## src/rtl/mod_ctrl_pkg.sv

```systemverilog
// Shared types and reset constants for the modulation controller.
// Build option: MOD_CTRL_TIMEOUT_EN (see modulation_controller.sv).
package mod_ctrl_pkg;

  typedef enum logic [2:0] {
    S_IDLE  = 3'd0,
    S_ARMED = 3'd1,
    S_RUN   = 3'd2,
    S_PEND  = 3'd3,
    S_DRAIN = 3'd4
  } mod_state_t;

  typedef struct packed {
    logic [15:0] mod_cycle;
    logic [31:0] update_cycle;
    logic        bank;
  } mod_cfg_t;

  localparam logic [15:0] DEF_MOD_CYCLE      = 16'd0;
  localparam logic [31:0] DEF_UPDATE_CYCLE   = 32'd40960;
  localparam logic [31:0] DEF_MIN_UPDATE     = 32'd2;
  localparam logic [31:0] DEF_TIMEOUT_CYCLES = 32'd1048576;

  function automatic logic [31:0] clamp_update(input logic [31:0] v, input logic [31:0] lo);
    return (v < lo) ? lo : v;
  endfunction

endpackage

```

## src/rtl/mod_cfg_shadow.sv

```systemverilog
// Single-entry shadow register holding a configuration that waits for a wrap boundary.
module mod_cfg_shadow
  import mod_ctrl_pkg::*;
(
  input  logic     CLK,
  input  logic     RST_N,
  input  logic     load,
  input  logic     clear,
  input  mod_cfg_t d,
  output mod_cfg_t q,
  output logic     vld
);

  always_ff @(posedge CLK or negedge RST_N) begin
    if (!RST_N) begin
      q   <= '0;
      vld <= 1'b0;
    end else if (clear) begin
      q   <= '0;
      vld <= 1'b0;
    end else if (load) begin
      q   <= d;
      vld <= 1'b1;
    end
  end

endmodule

```

## src/rtl/modulation_controller.sv

```systemverilog
// Modulation sampler sequencer: timed start, wrap-aligned config commit, wrap-aligned stop.
// Build option: define MOD_CTRL_TIMEOUT_EN to force PEND/DRAIN transitions after TIMEOUT_CYCLES.
module modulation_controller
  import mod_ctrl_pkg::*;
#(
  parameter logic [15:0] RESET_MOD_CYCLE    = DEF_MOD_CYCLE,
  parameter logic [31:0] RESET_UPDATE_CYCLE = DEF_UPDATE_CYCLE,
  parameter logic [31:0] MIN_UPDATE_CYCLE   = DEF_MIN_UPDATE,
  parameter logic [31:0] TIMEOUT_CYCLES     = DEF_TIMEOUT_CYCLES
) (
  input  logic        CLK,
  input  logic        RST_N,
  input  logic [63:0] SYS_TIME,
  input  logic        CFG_VALID,
  output logic        CFG_READY,
  input  logic [15:0] CFG_MOD_CYCLE,
  input  logic [31:0] CFG_UPDATE_CYCLE,
  input  logic        CFG_BANK,
  input  logic [63:0] CFG_START_TIME,
  input  logic        STOP_REQ,
  input  logic        SMP_UPDATE,
  input  logic [15:0] SMP_ADDR,
  output logic [15:0] MOD_CYCLE,
  output logic [31:0] UPDATE_CYCLE,
  output logic        BANK,
  output logic        RUN,
  output logic        COMMIT,
  output logic        BUSY
);

  mod_state_t  state_q, state_d;
  mod_cfg_t    act_q, cfg_in, shd_q;
  logic [63:0] start_q;
  logic        run_q, commit_q, shd_vld;
  logic        wrap, xfer, to_hit;
  logic        load_act, take_shd, set_run, clr_run, shd_load, shd_clear, pulse;

  assign wrap      = SMP_UPDATE && (SMP_ADDR == act_q.mod_cycle);
  assign CFG_READY = ((state_q == S_IDLE) || (state_q == S_RUN)) && !STOP_REQ;
  assign xfer      = CFG_VALID && CFG_READY;
  assign cfg_in    = '{mod_cycle:    CFG_MOD_CYCLE,
                       update_cycle: clamp_update(CFG_UPDATE_CYCLE, MIN_UPDATE_CYCLE),
                       bank:         CFG_BANK};

`ifdef MOD_CTRL_TIMEOUT_EN
  logic [31:0] to_cnt;

  // Counts cycles spent in PEND/DRAIN; restarts on every state change.
  always_ff @(posedge CLK or negedge RST_N) begin
    if (!RST_N) begin
      to_cnt <= '0;
    end else if ((state_d != state_q) || ((state_q != S_PEND) && (state_q != S_DRAIN))) begin
      to_cnt <= '0;
    end else begin
      to_cnt <= to_cnt + 32'd1;
    end
  end

  assign to_hit = (to_cnt == (TIMEOUT_CYCLES - 32'd1));
`else
  logic unused_timeout;
  assign unused_timeout = ^TIMEOUT_CYCLES;
  assign to_hit         = 1'b0;
`endif

  always_comb begin
    state_d   = state_q;
    load_act  = 1'b0;
    take_shd  = 1'b0;
    set_run   = 1'b0;
    clr_run   = 1'b0;
    shd_load  = 1'b0;
    shd_clear = 1'b0;
    pulse     = 1'b0;
    case (state_q)
      S_IDLE: begin
        if (xfer) begin
          load_act = 1'b1;
          state_d  = S_ARMED;
        end
      end
      S_ARMED: begin
        if (STOP_REQ) begin
          state_d = S_IDLE;
        end else if (SYS_TIME >= start_q) begin
          set_run = 1'b1;
          pulse   = 1'b1;
          state_d = S_RUN;
        end
      end
      S_RUN: begin
        if (STOP_REQ) begin
          state_d = S_DRAIN;
        end else if (xfer) begin
          shd_load = 1'b1;
          state_d  = S_PEND;
        end
      end
      S_PEND: begin
        // A stop landing on a wrap ends playback there instead of committing.
        if (STOP_REQ && wrap) begin
          clr_run   = 1'b1;
          shd_clear = 1'b1;
          state_d   = S_IDLE;
        end else if (STOP_REQ) begin
          shd_clear = 1'b1;
          state_d   = S_DRAIN;
        end else if ((wrap || to_hit) && shd_vld) begin
          take_shd  = 1'b1;
          shd_clear = 1'b1;
          pulse     = 1'b1;
          state_d   = S_RUN;
        end
      end
      S_DRAIN: begin
        if (wrap || to_hit) begin
          clr_run = 1'b1;
          state_d = S_IDLE;
        end
      end
      default: state_d = S_IDLE;
    endcase
  end

  always_ff @(posedge CLK or negedge RST_N) begin
    if (!RST_N) begin
      state_q  <= S_IDLE;
      act_q    <= '{mod_cycle: RESET_MOD_CYCLE, update_cycle: RESET_UPDATE_CYCLE, bank: 1'b0};
      start_q  <= '0;
      run_q    <= 1'b0;
      commit_q <= 1'b0;
    end else begin
      state_q  <= state_d;
      commit_q <= pulse;
      if (load_act) begin
        act_q   <= cfg_in;
        start_q <= CFG_START_TIME;
      end else if (take_shd) begin
        act_q <= shd_q;
      end
      if (set_run) begin
        run_q <= 1'b1;
      end else if (clr_run) begin
        run_q <= 1'b0;
      end
    end
  end

  mod_cfg_shadow u_shadow (
    .CLK   (CLK),
    .RST_N (RST_N),
    .load  (shd_load),
    .clear (shd_clear),
    .d     (cfg_in),
    .q     (shd_q),
    .vld   (shd_vld)
  );

  assign MOD_CYCLE    = act_q.mod_cycle;
  assign UPDATE_CYCLE = act_q.update_cycle;
  assign BANK         = act_q.bank;
  assign RUN          = run_q;
  assign COMMIT       = commit_q;
  assign BUSY         = (state_q != S_IDLE);

endmodule
```

## config.mk

```make
export PLATFORM = sky130hd
export DESIGN_NAME = modulation_controller
export DESIGN_NICKNAME = d
export VERILOG_FILES = /design/src/rtl/mod_ctrl_pkg.sv /design/src/rtl/mod_cfg_shadow.sv /design/src/rtl/modulation_controller.sv
export SDC_FILE = /design/constraint.sdc
export NUM_CORES = 1
export LEC_CHECK = 0
export ABC_AREA = 1
export BUFFER_PORTS_ARGS = -buffer_cell sky130_fd_sc_hd__buf_2
export CELL_PAD_IN_SITES_DETAIL_PLACEMENT = 1
export CELL_PAD_IN_SITES_GLOBAL_PLACEMENT = 2
export CORE_AREA = 10 10 189 191
export CTS_CLUSTER_SIZE = 28
export DETAILED_ROUTE_END_ITERATION = 10
export DIE_AREA = 0 0 199 201
export HOLD_SLACK_MARGIN = 0.05
export PLACE_DENSITY = 0.78
export SYNTH_ARGS = -nofsm -noshare
export SYNTH_HDL_FRONTEND = slang
export SYNTH_HIERARCHICAL = 1
export SYNTH_SLANG_ARGS = --single-unit
```

## constraint.sdc

```tcl
create_clock -name CLK -period 2.1 [get_ports CLK]
set_input_delay 0.21 -clock CLK [delete_from_list [all_inputs] [get_ports CLK]]
set_output_delay 0.21 -clock CLK [all_outputs]
set_load 0.05 [all_outputs]
```

Yosys cells after proc, flatten, opt, wreduce, memory -nomap -nowiden
Index checks and enable logic that the tools add are counted.
- register bits: 168
- input port bits: 198
- word-level logic and storage cells: 73
- magnitude comparators: 2
- eq/ne operators: 10
- muxes and demuxes: 37
- reductions and logical operators: 13
- operator list (cell ; count):
    49-bit two-way mux ; 4
    64-bit greater-or-equal comparator ; 1
    32-bit by 2-bit less-than comparator with 1-bit output (second input constant) ; 1
    32-bit two-way mux ; 1
    3-bit two-way mux ; 9
    1-bit two-way mux ; 20
    16-bit equality test ; 1
    3-bit one-hot mux with 5 select lines ; 1
    3-bit by 2-bit equality test with 1-bit output (second input constant) ; 2
    3-bit inequality test (second input constant) ; 2
    2-bit nonzero test ; 3
    1-bit logical AND ; 5
    5-bit AND reduction ; 1
    2-bit inequality test (second input constant) ; 2
    4-bit inequality test (second input constant) ; 1
    1-bit one-hot mux with 2 select lines ; 2
    3-bit by 1-bit equality test with 1-bit output (second input constant) ; 1
    3-bit equality test (second input constant) ; 1
    3-bit logical NOT ; 1
    3-bit nonzero test ; 1
    1-bit logical NOT ; 1
    1-bit logical OR ; 1

Longest topological paths before layout
Gate-level depths: netlist of run 1.
- word-level depth: 9
- depth in mapped cells: 18
- depth with buffers taken out: 18

Cells and area by module
The synthesis of run 1 kept the hierarchy.
- modules (own cells, without submodules) (module ; times used ; cells an instance ; area each (um^2) ; sequential area each (um^2)):
    modulation_controller ; 1 ; 946 ; 7424.6 ; 2955.3
    mod_cfg_shadow ; 1 ; 217 ; 1988.2 ; 1251.2

Least setup slack after synthesis of run 1
No wires, ideal clock.
- path kind: flip-flop to flip-flop
- start: register act_q, in the netlist MOD_CYCLE[5]
- end: register u_shadow/q[37] (netlist name)
- data arrival time: 2.054 ns
- setup slack: -0.070 ns
- stages on the path, launching flop included: 14
- clock period less this slack: 2.170 ns
- cell sequence: dfrtp_1 -> inv_1 -> nand2_1 -> o21ai_0 -> nor2_1 -> nand2_1 -> nor2_1 -> nand3_1 -> a21oi_1 -> inv_2 -> buf_4 -> buf_6 -> nand3_1 -> nand2_1
- longest elaborated chain between the ends: 8
- elaborated cells on any way between the ends: 10
- classes of those cells: eq/ne: 1; mux: 5; reduce/logical: 4
- RTL lines (what ; line ; text):
    from (decl) ; modulation_controller.sv:32 ; mod_cfg_t act_q, cfg_in, shd_q;
    from (signal assigned) ; modulation_controller.sv:128 ; act_q <= '{mod_cycle: RESET_MOD_CYCLE, update_cycle: RESET_UPDATE_CYCLE, bank: 1'b0};
    from (signal assigned) ; modulation_controller.sv:136 ; act_q <= cfg_in;
    from (signal assigned) ; modulation_controller.sv:139 ; act_q <= shd_q;
    16-bit equality test * ; modulation_controller.sv:38 ; assign wrap = SMP_UPDATE && (SMP_ADDR == act_q.mod_cycle);
    1-bit logical AND * ; modulation_controller.sv:38 ;
    1-bit logical AND ; modulation_controller.sv:108 ; end else if ((wrap || to_hit) && shd_vld) begin
    1-bit two-way mux ; modulation_controller.sv:108 ;
    1-bit two-way mux ; modulation_controller.sv:105 ; end else if (STOP_REQ) begin
    1-bit two-way mux * ; modulation_controller.sv:101 ; if (STOP_REQ && wrap) begin
    1-bit two-way mux * ; modulation_controller.sv:75 ; case (state_q)
    via shd_clear ; modulation_controller.sv:36 ; logic load_act, take_shd, set_run, clr_run, shd_load, shd_clear, pulse;
    49-bit two-way mux / 2-bit nonzero test (equally long branches) ; - ;
    to (signal assigned) ; mod_cfg_shadow.sv:16 ; q <= '0;
    to (signal assigned) ; mod_cfg_shadow.sv:19 ; q <= '0;
    to (signal assigned) ; mod_cfg_shadow.sv:22 ; q <= d;
    to (decl) ; mod_cfg_shadow.sv:10 ; output mod_cfg_t q,
The timed path passes the listed nets; every way through them passes the cells marked *.
A chain may end at the register's enable or synchronous reset.

Worst setup path after layout of run 1
- start: register state_q[2]
- end: register act_q, in the netlist MOD_CYCLE[10]
- longest elaborated chain between the ends: 7
- elaborated cells on any way between the ends: 11
- classes of those cells: eq/ne: 2; mux: 4; reduce/logical: 5
- RTL lines (what ; line ; text):
    from (decl) ; modulation_controller.sv:31 ; mod_state_t state_q, state_d;
    from (signal assigned) ; modulation_controller.sv:133 ; state_q <= state_d;
    3-bit by 2-bit equality test with 1-bit output / 3-bit logical NOT (equally long branches) ; modulation_controller.sv:39, modulation_controller.sv:75 ;
    1-bit logical OR ; modulation_controller.sv:39 ; assign CFG_READY = ((state_q == S_IDLE) || (state_q == S_RUN)) && !STOP_REQ;
    1-bit logical AND ; modulation_controller.sv:39 ;
    1-bit logical AND ; modulation_controller.sv:40 ; assign xfer = CFG_VALID && CFG_READY;
    1-bit two-way mux ; modulation_controller.sv:77 ; if (xfer) begin
    1-bit two-way mux ; modulation_controller.sv:75 ;
    49-bit two-way mux / 2-bit nonzero test (equally long branches) ; - ;
Parallel ways exist; a longest one is shown, timed or not.

==> run_results.csv, run 1 <==
group,metric,value,unit
synth,synthesis.area,9410,sq um
final_layout,design_area,13000,sq um
cts,clock_path_buffers,2,
floorplan,coreArea,32000,sq um
place,io_buffers,250,
cts,cts_sinks,168,
floorplan,dieWidth,199,um
setup_path,path_cells,"or2_2, nor2_4, nand2_4, nor2_4, buf_12, mux2_2, nand2_1, o21ai_0",
timing,maxSlewViolCount,0,
final_layout,nets,1762,
timing,setup_viol,0,
floorplan,die_area,40000,sq um
cts,h-tree-depth,4,
place,dp.cells,1770,
synth,avgSynthCellArea,8.09,sq um
timing,tightest_slew,465,ps
setup_path,cp.required,2420,ps
routing,routed_via_density,4.51,
place,place_area,11200,sq um
final_layout,syn2layout_area_growth,38.5,%
routing,drcViolationCount,0,
setup_path,endpoint_kind,"flop",
synth,synthCells,1163,
power_and_ir_drop,irDropWorstVdd,619,uV
place,hpwl,23900,um
setup_path,crit_type,"reg2reg",
setup_path,crit_top_cell,"nor2_4",
routing,drtIter0Drc,361,
grt,overflow,0,
power_and_ir_drop,p_leak,6.70,nW
routing,drt-total-wl,32800,um
run_status,status,"completed",
synth,synth.net_count,1425,
floorplan,start_util,0.294,
power_and_ir_drop,power_density,1230,nW/um^2
synth,yosysWarnings,6,
setup_path,slowest_stage,"dfrtp_1",
synth,synth.distinct_cells,34,
cts,cts_made_buffers,17,
setup_path,critPathArrivalTime,2290,ps
setup_path,start_kind,"flop",
cts,path_clk_slew,70,ps
timing,period_share,0.937,
timing,hold_violations,0,
place,gp_congestion,0.812,
floorplan,io_pins,251,
routing,dr_total_vias,8679,
setup_path,path_max_fanout,36,
final_layout,drive_above_1_share,0.268,
routing,first_pass_iters,4,
run,max_cap_viol_count,0,
timing,final.min_clock_period,1970,ps
synth,seq_area_frac_synth,0.447,
grt,grt_pass1_vias,9527,
timing,fin_skew,15.6,ps
routing,wl_per_cell,17.1,um
final_layout,final_cells,1924,
grt,antenna_found_initial,3,
cts,cts_tree,"built",
floorplan,dieHeight,201,um
routing,ant_nets,0,
min_path,holdCritPathClass,"in2reg",
cts,insertion_delay,450,ps
power_and_ir_drop,total_power,0.0160,W
grt,grt_start_max_net_pins,65,
timing,fmax,508,MHz
timing,slew_headroom,0.690,
floorplan,row_count,66,
cts,cts-root-buf,"clkbuf_16",
setup_path,slowest_delay,410,ps
grt,grt_use_total,0.164,
synth,synth-seq-cells,168,
grt,grt_pass1_wl,52400,um
## worst max-delay path, delay by kind of cell, from the launching register on
family                 cells  cell delay [ps]
buffers and inverters      1              250
and+or+nand+nor            5              690
DFF                        1              410
muxes                      1              390
AOI/OAI and AO/OA          1               80
## power breakdown
| part | leakage, nW | internal, W | switching [W] | total [W] |
|---|---|---|---|---|
| registers | 2.12 | 0.00467 | 0.000683 | 0.00536 |
| logic | 4.28 | 0.00271 | 0.00466 | 0.00737 |
| clock network | 0.296 | 0.00171 | 0.00156 | 0.00327 |
## worst paths after layout
| path | from | endpoint | slack [ps] | cells after the start |
|---|---|---|---|---|
| worst max-delay path | state_q[2]$_DFFE_PN0P_ | MOD_CYCLE[10]$_DFFE_PN0P_ | 130 | 8 |
| worst min-delay path | CFG_UPDATE_CYCLE[8] | u_shadow/q[9]$_DFFE_PN0P_ | 80 | 3 |
| worst max register to register | state_q[2]$_DFFE_PN0P_ | MOD_CYCLE[10]$_DFFE_PN0P_ | 130 | 8 |
| worst min register to register | u_shadow/q[22]$_DFFE_PN0P_ | u_shadow/q[22]$_DFFE_PN0P_ | 470 | 2 |
| max in group asynchronous | RST_N | start_q[36]$_DFFE_PN0P_ | 1150 | 3 |
| min in group asynchronous | RST_N | u_shadow/q[29]$_DFFE_PN0P_ | 270 | 2 |
## cells in the mapped netlist
cell type  number  area, sq um
clkbuf_1       32          120
nor3_1          9         45.0
buf_6           8         90.1
xor2_1          2         17.5
nor2_4          3         33.8
mux2_2         48          541
or2_2           2         12.5
o21ai_0        96          480
xnor2_1         1         8.76
inv_2           4         15.0
dfstp_2         2         52.6
buf_2          23          115
nand4_1         9         56.3
a21oi_1        27          135
nor4_1          1         6.26
and2_1          1         6.26
nor2_2          1         6.26
nor3_2          1         10.0
o21ai_1        31          155
nor2b_1         1         6.26
buf_4          12         90.1
nand3b_1        3         22.5
nand2_1       340         1280
o211ai_1        1         7.51
a21o_1          1         7.51
a22oi_1         1         7.51
inv_1         149          559
nand3_1        65          325
o22ai_4         1         20.0
ha_1           64          801
a21boi_0        1         7.51
nor2_1         56          210
nand2_4         1         11.3
dfrtp_1       166         4150
## flip-flops by register name (all words and copies together) (netlist names)
signal        cells
BANK              1
COMMIT            1
MOD_CYCLE        16
RUN               1
UPDATE_CYCLE     32
start_q          64
state_q           3
u_shadow/q       49
u_shadow/vld      1
## metrics by stage
step                      setup TNS, ps  hold slack, ps  utilization  setup slack, ps
after floorplan                       0           -85.6            -             31.0
after global placement             -349             190        0.348             -175
after detailed placement           -236             191        0.348             -138
after CTS                             0            54.0        0.402             37.0
after global routing              -24.1            72.3        0.407            -12.9
final                                 0            81.0        0.407              132
## cell type report
cell class / count / area (sq um)
sequential: 168 / 4220
fill: 3803 / 19000
multi-input combinational: 767 / 4300
timing repair buffer: 393 / 2830
inverter: 153 / 574
clock inverter: 15 / 173
antenna: 3 / 7.51
clock buffer: 17 / 425
tap: 408 / 510
## what timing repair did
| action | 4_1_cts | 5_1_grt |
|---|---|---|
| hold buffers | 110 | 0 |
| gates cloned | 0 | 2 |
| pin swaps | 1 | 5 |
| buffers inserted | 1 | 6 |
| endpoints found under the setup margin | 6 | 93 |
| endpoints found under the hold margin | 149 | 0 |
| gates resized for setup | 4 | 12 |
## layout by cell type, fill, tap and decap left out, types with 2 or more instances in the layout
master,count
a21oi_1,26
buf_12,15
buf_2,249
buf_4,16
clkbuf_16,19
clkinv_4,3
dfrtp_1,154
dfrtp_2,12
dfstp_2,2
diode_2,3
dlygate4sd3_1,110
ha_1,64
inv_1,149
inv_2,4
inv_6,5
inv_8,5
mux2_2,48
nand2_1,340
nand3_1,62
nand3_2,2
nand3b_1,3
nand4_1,9
nor2_1,49
nor2_2,7
nor2_4,4
nor3_1,7
nor3_2,2
o21ai_0,96
o21ai_1,31
or2_2,2
xor2_1,2
## per-layer routing
layer / vias up / global-route usage / part of all wire
met5: - / 0 / 0
met4: 0 / 0.0417 / 0.015
met3: 31 / 0.0422 / 0.049
met2: 167 / 0.272 / 0.48
met1: 4132 / 0.206 / 0.45
li1: 4349 / - / -
## logic make-up (layout without fill, tap and decap cells)
kind of cell	Yosys count	count (layout)	share of synthesized area
buffers and inverters	228	578	0.105
adder cells (fa/ha/maj)	64	64	0.0851
flip-flops	168	168	0.447
XOR/XNOR	3	3	0.00279
multiplexers	48	48	0.0574
other	0	3	0
AO/OA/AOI/OAI	159	159	0.0872
AND/OR/NAND/NOR	493	493	0.215
Note: power is estimated with default switching activity, not from simulation.
==> run 2: changes to the inputs <==
--- a/config.mk
+++ b/config.mk
@@ -5,16 +5,15 @@
 export SDC_FILE = /design/constraint.sdc
 export NUM_CORES = 1
 export LEC_CHECK = 0
-export ABC_AREA = 1
 export BUFFER_PORTS_ARGS = -buffer_cell sky130_fd_sc_hd__buf_2
 export CELL_PAD_IN_SITES_DETAIL_PLACEMENT = 1
 export CELL_PAD_IN_SITES_GLOBAL_PLACEMENT = 2
-export CORE_AREA = 10 10 189 191
+export CORE_AREA = 10 10 177 179
 export CTS_CLUSTER_SIZE = 28
 export DETAILED_ROUTE_END_ITERATION = 10
-export DIE_AREA = 0 0 199 201
+export DIE_AREA = 0 0 187 189
 export HOLD_SLACK_MARGIN = 0.05
-export PLACE_DENSITY = 0.78
+export PLACE_DENSITY = 0.79
 export SYNTH_ARGS = -nofsm -noshare
 export SYNTH_HDL_FRONTEND = slang
 export SYNTH_HIERARCHICAL = 1
==> run_results.csv, run 2 <==
group,metric,value,unit
synth,seq_area_frac_synth,0.466,
floorplan,die_area,35300,sq um
timing,finalWorstSetupSlack,-401,ps
routing,dr_total_vias,7735,
synth,synth_common_cells,"dfrtp_1 (166), nor2_1 (112), mux2i_1 (98)",
synth,synth_top_cell_area_share,0.460,
final_layout,fill_cells,3098,
setup_path,reg2reg_to,"state_q[1]$_DFFE_PN0P_",
synth,avgSynthCellArea,10.5,sq um
run_status,status,"finished, violations left",
final_layout,multi_input_area,4600,sq um
final_layout,final_common_cell,"buf_2",
timing,slew_headroom,0.588,
routing,drcViolationCount,0,
floorplan,io_pins,251,
place,hpwl,21400,um
synth,synth_top_family_by_area,"multiplexers",
timing,tightest_slew,619,ps
floorplan,coreArea,27600,sq um
synth,yosys.area.top_type,"dfrtp_1",
setup_path,cpLargestDelayFamily,"simple AND/OR/NAND/NOR gates",
min_path,holdCritPathClass,"in2reg",
timing,final.min_clock_period,2500,ps
synth,synthArstFlopShare,1.00,
routing,wl_per_cell,19.3,um
power_and_ir_drop,irDropWorstVdd,637,uV
routing,first_pass_iters,4,
synth,synth-main-ff-cell,"dfrtp_1",
power_and_ir_drop,power_density,1250,nW/um^2
setup_path,path_cells,"inv_2, ha_4, nand4_1, or3_4, or4_4, a311oi_2, nor3_1, a2111oi_2",
timing,rsz0062_at_grt,"true",
setup_path,r2r-start,"start_q[60]$_DFFE_PN0P_",
cts,cts_made_buffers,17,
cts,cts-root-buf,"clkbuf_16",
run,max_cap_viol_count,0,
timing,hold_violations,0,
setup_path,r2r_setup_slack,-400,ps
synth,synth-adder-area-share,0.0887,
setup_path,worst_r2r_path_depth,8,
routing,drt-total-wl,31500,um
run_status,violations,"negative setup slack",
min_path,whs_path_depth,3,
cts,cts_tree,"built",
timing,maxSlewViolCount,0,
cts,insertion_delay,440,ps
cts,path_clk_slew,70,ps
final_layout,final_cells,1635,
min_path,min_delay_worst_endpoint,"UPDATE_CYCLE[31]$_DFFE_PN0P_",
cts,clock_path_buffers,2,
place,dp_slack,-438,ps
synth,synthCells,862,
routing,ant_nets,0,
setup_path,slowest_stage,"or4_4",
final_layout,seqCellArea,4220,sq um
synth,synth_edf_count,0,
final_layout,drive_above_1_share,0.377,
cts,cts_sinks,168,
grt,grt_pass1_wl,46200,um
setup_path,endpoint_kind,"flop",
setup_path,crit_start,"start_q[60]$_DFFE_PN0P_",
place,gp_congestion,0.772,
synth,yosysWarnings,6,
place,dp.cells,1477,
setup_path,slowest_delay,530,ps
floorplan,dieWidth,187,um
routing,drtIter0Drc,314,
cts,h-tree-depth,4,
grt,overflow,0,
synth,yosys-mux-area-fraction,0.188,
timing,period_share,1.19,
final_layout,final_cell_mix,"buf_2 (249), dfrtp_1 (155), mux2i_1 (98), dlygate4sd3_1 (85), a21oi_1 (77)",
final_layout,largest_reg_flops,64,
floorplan,start_util,0.327,
timing,hold_ws,68.5,ps
min_path,min_from,"CFG_UPDATE_CYCLE[31]",
synth,yosysMostFrequentCell,"dfrtp_1",
setup_path,path_max_fanout,4,
floorplan,row_count,61,
synth,synth_area_leaders,"dfrtp_1 (46%), mux2i_1 (11%), ha_1 (8.9%)",
setup_path,start_kind,"flop",
grt,antenna_found_initial,9,
final_layout,nets,1497,
place,io_buffers,250,
synth,synth-seq-cells,168,
grt,grt_start_max_net_pins,63,
final_layout,regMostFlops,"start_q",
setup_path,crit_type,"reg2reg",
grt,grt_pass1_vias,8301,
timing,setup_viol,90,
timing,fin_skew,20.1,ps
setup_path,cp.required,2410,ps
routing,routed_via_density,4.73,
synth,synth.distinct_cells,51,
synth,synthXorXnorAreaFrac,0.0155,
timing,fmax,400,MHz
synth,synth.net_count,1124,
floorplan,dieHeight,189,um
synth,synthesis.area,9030,sq um
power_and_ir_drop,p_leak,6.52,nW
grt,grt_use_total,0.164,
synth,synth-compound-area-share,0.0722,
synth,synth_simple_gate_area_frac,0.105,
setup_path,crit_buf_inv,1,
setup_path,critPathArrivalTime,2820,ps
final_layout,syn2layout_area_growth,47.6,%
run 2: cell types whose count changed after synthesis, moves of 16 or more:
cell / change
nand2_1: -316
mux2i_1: +98
o21ai_0: -84
inv_1: -82
nand3_1: -57
nor2_1: +56
a21oi_1: +50
mux2_1: +46
o21ai_1: -31
mux2_2: -30
clkbuf_1: +17
buf_2: -16
run 2: area by class of cell:
cell class / count / share of cell area
multi-input combinational: 559 / 0.345
sequential: 168 / 0.317
timing repair buffer: 422 / 0.236
tap: 378 / 0.0355
clock buffer: 19 / 0.0340
inverter: 67 / 0.0189
clock inverter: 13 / 0.0119
antenna: 9 / 0.00169
run 2: per-stage QoR:
stage	TNS [ps]	utilization	cell area (sq um)	total power, W
2_1_floorplan	-2680	-	9100	0.0103
3_3_place_gp	-13060	0.398	11000	0.0125
3_5_place_dp	-14160	0.398	11000	0.0127
4_1_cts	-15480	0.462	12800	0.0165
5_1_grt	-25330	0.482	13300	0.0179
6_report	-17320	0.482	13300	0.0167
run 2: what timing repair did:
item / 4_1_cts / 5_1_grt
pin swaps: 4 / 49
endpoints found under the setup margin: 60 / 103
gates cloned: 3 / 10
hold buffers: 84 / 1
gates resized for setup: 23 / 66
setup buffers: 11 / 14
endpoints found under the hold margin: 134 / 1
run 2: worst max path at each step:
| stage | end | depth (start not counted) |
|---|---|---|
| after floorplan | state_q[1]$_DFFE_PN0P_ | 8 |
| after detailed placement | state_q[1]$_DFFE_PN0P_ | 8 |
| after global routing | state_q[1]$_DFFE_PN0P_ | 8 |
| after CTS | state_q[1]$_DFFE_PN0P_ | 8 |
| final | state_q[1]$_DFFE_PN0P_ | 8 |
| after global placement | state_q[1]$_DFFE_PN0P_ | 8 |
run 2: worst min-delay path: cells and delay by family:
kind	cells	cell delay, ps
buffers and inverters	1	110
AND/OR/NAND/NOR	1	90
AO/OA/AOI/OAI	1	50
run 2: power by group:
part	leakage (nW)	switching, W	internal [W]
clock	0.300	0.00152	0.00186
combinational	4.21	0.00460	0.00311
sequential	2.01	0.000899	0.00468
total	6.52	0.00702	0.00965
run 2: cell families after synthesis:
logic type	Yosys count
compound gates	112
fa+ha+maj	64
buf+inv	135
mux	162
simple gates	205
xor+xnor	16
flops	168
run 2: metal layers:
metal  track usage  part of all wire
met3        0.0316             0.036
met4        0.0574             0.019
met1         0.198              0.44
met2         0.286              0.51
met5             0                 0
==> run 3: changes to the inputs <==
--- a/config.mk
+++ b/config.mk
@@ -6,6 +6,7 @@
 export NUM_CORES = 1
 export LEC_CHECK = 0
 export BUFFER_PORTS_ARGS = -buffer_cell sky130_fd_sc_hd__buf_2
+export CAP_MARGIN = 20
 export CELL_PAD_IN_SITES_DETAIL_PLACEMENT = 1
 export CELL_PAD_IN_SITES_GLOBAL_PLACEMENT = 2
 export CORE_AREA = 10 10 177 179
==> constraint.sdc (replaced) <==
create_clock -name CLK -period 2.1 [get_ports CLK]
set_input_delay 0.315 -clock CLK [delete_from_list [all_inputs] [get_ports CLK]]
set_output_delay 0.315 -clock CLK [all_outputs]
set_load 0.1 [all_outputs]
==> run_results.csv, run 3 (synthesis results as in run 2) <==
group,metric,value,unit
routing,routed_via_density,4.76,
routing,drtIter0Drc,312,
setup_path,crit_type,"reg2reg",
floorplan,start_util,0.327,
cts,cts_made_buffers,17,
min_path,whs_path_depth,2,
final_layout,seqCellArea,4240,sq um
timing,hold_ws,83.4,ps
timing,finalWorstSetupSlack,-439,ps
final_layout,syn2layout_area_growth,37.4,%
floorplan,io_pins,251,
setup_path,slowest_stage,"or4_4",
grt,grt_use_total,0.166,
timing,setup_viol,103,
timing,period_share,1.21,
setup_path,path_cells,"inv_2, ha_4, nand4_1, or3_4, or4_4, a41oi_2, nor3_2, a2111oi_2",
power_and_ir_drop,irDropWorstVdd,1020,uV
run_status,status,"finished, violations left",
routing,first_pass_iters,4,
setup_path,slowest_delay,480,ps
setup_path,reg2reg_to,"state_q[1]$_DFFE_PN0P_",
setup_path,endpoint_kind,"flop",
floorplan,dieHeight,189,um
routing,dr_total_vias,7334,
routing,wl_per_cell,19.2,um
timing,fin_skew,12.3,ps
setup_path,r2r-start,"start_q[62]$_DFFE_PN0P_",
cts,insertion_delay,440,ps
setup_path,start_kind,"flop",
place,hpwl,21500,um
final_layout,multi_input_area,4550,sq um
cts,cts_tree,"built",
setup_path,crit_start,"start_q[62]$_DFFE_PN0P_",
min_path,min_from,"CFG_START_TIME[17]",
timing,fmax,394,MHz
run,max_cap_viol_count,0,
cts,cts_sinks,168,
final_layout,final_common_cell,"buf_2",
timing,rsz0062_at_grt,"true",
final_layout,nets,1406,
grt,grt_start_max_net_pins,62,
floorplan,dieWidth,187,um
routing,drcViolationCount,0,
cts,clock_path_buffers,2,
power_and_ir_drop,power_density,1470,nW/um^2
final_layout,fill_cells,3152,
routing,drt-total-wl,29600,um
floorplan,die_area,35300,sq um
grt,grt_pass1_vias,8163,
timing,slew_headroom,0.647,
floorplan,coreArea,27600,sq um
setup_path,cp.required,2420,ps
routing,ant_nets,0,
floorplan,row_count,61,
grt,overflow,0,
grt,antenna_found_initial,5,
min_path,holdCritPathClass,"in2reg",
final_layout,utilization,0.449,
timing,hold_violations,0,
power_and_ir_drop,p_leak,6.11,nW
setup_path,path_max_fanout,4,
place,io_buffers,250,
final_layout,final_cell_mix,"buf_2 (248), dfrtp_1 (150), mux2i_1 (94), nor2_1 (84), a21oi_1 (77)",
final_layout,largest_reg_flops,64,
timing,tightest_slew,533,ps
run_status,violations,"negative setup slack",
setup_path,r2r_setup_slack,-440,ps
grt,grt_pass1_wl,46400,um
cts,cts-root-buf,"clkbuf_16",
timing,final.min_clock_period,2540,ps
timing,maxSlewViolCount,0,
setup_path,critPathArrivalTime,2850,ps
place,gp_congestion,0.771,
cts,h-tree-depth,4,
setup_path,worst_r2r_path_depth,8,
final_layout,regMostFlops,"start_q",
final_layout,drive_above_1_share,0.398,
cts,path_clk_slew,70,ps
min_path,min_delay_worst_endpoint,"start_q[17]$_DFFE_PN0P_",
[run 3: changes by cell type in the layout (fill, tap and decap cells not counted), moves of 5 or more]
cell / delta
dfrtp_4: +6
nor2_2: -13
buf_4: -9
clkbuf_16: -5
nor2_1: +8
nor2_4: +5
dfrtp_1: -5
dlygate4sd3_1: -84
[run 3: routing by layer]
metal,up-vias,track usage,part of all wire
met5,-,0,0
met4,0,0.0459,0.013
met3,26,0.0368,0.037
met2,159,0.280,0.49
met1,3608,0.210,0.46
li1,3541,-,-
[run 3: worst max-delay path by stage]
stage | slack, ps | endpoint
detailed placement | -520 | state_q[1]$_DFFE_PN0P_
CTS | -420 | state_q[1]$_DFFE_PN0P_
global placement | -430 | state_q[1]$_DFFE_PN0P_
finish | -440 | state_q[1]$_DFFE_PN0P_
global route | -540 | state_q[1]$_DFFE_PN0P_
floorplan | -260 | state_q[1]$_DFFE_PN0P_
[run 3: power by group]
part           switching, W  leakage, nW  total, W  internal (W)
registers          0.000882         2.01   0.00560       0.00472
logic               0.00638         3.83   0.00932       0.00294
clock network       0.00144        0.282   0.00327       0.00184
total               0.00870         6.11    0.0182       0.00950
[run 3: through the flow]
stage	TNS (ps)	instances	area [sq um]	power, W	setup WS (ps)
finish	-31690	1540	12400	0.0182	-439
floorplan	-8560	862	9150	0.0122	-259
CTS	-20730	1536	12200	0.0182	-421
detailed placement	-18590	1479	11100	0.0147	-516
global placement	-13870	1479	11100	0.0144	-429
global route	-46720	1539	12400	0.0194	-539
[run 3: worst max-delay path, delay by kind of cell, from the launching register on]
kind | cells | cell delay [ps]
AOI/OAI and AO/OA | 2 | 680
adders and majority gates | 1 | 260
buffers and inverters | 1 | 50
DFF | 1 | 360
and+or+nand+nor | 4 | 1060
[run 3: layout make-up]
cell class	instances	area share
multi-input combinational	559	0.367
clock inverter	12	0.0114
tap	378	0.0381
sequential	168	0.342
clock buffer	20	0.0368
antenna	5	0.00101
inverter	67	0.0203
timing repair buffer	331	0.184
[run 3: timing repair]
| item | 4_1_cts | 5_1_grt |
|---|---|---|
| setup endpoints to repair | 103 | 105 |
| hold buffers | 1 | 0 |
| setup buffers | 15 | 5 |
| hold endpoints to repair | 30 | 0 |
| pin swaps | 48 | 25 |
| gates cloned | 9 | 2 |
| resized for setup | 42 | 51 |
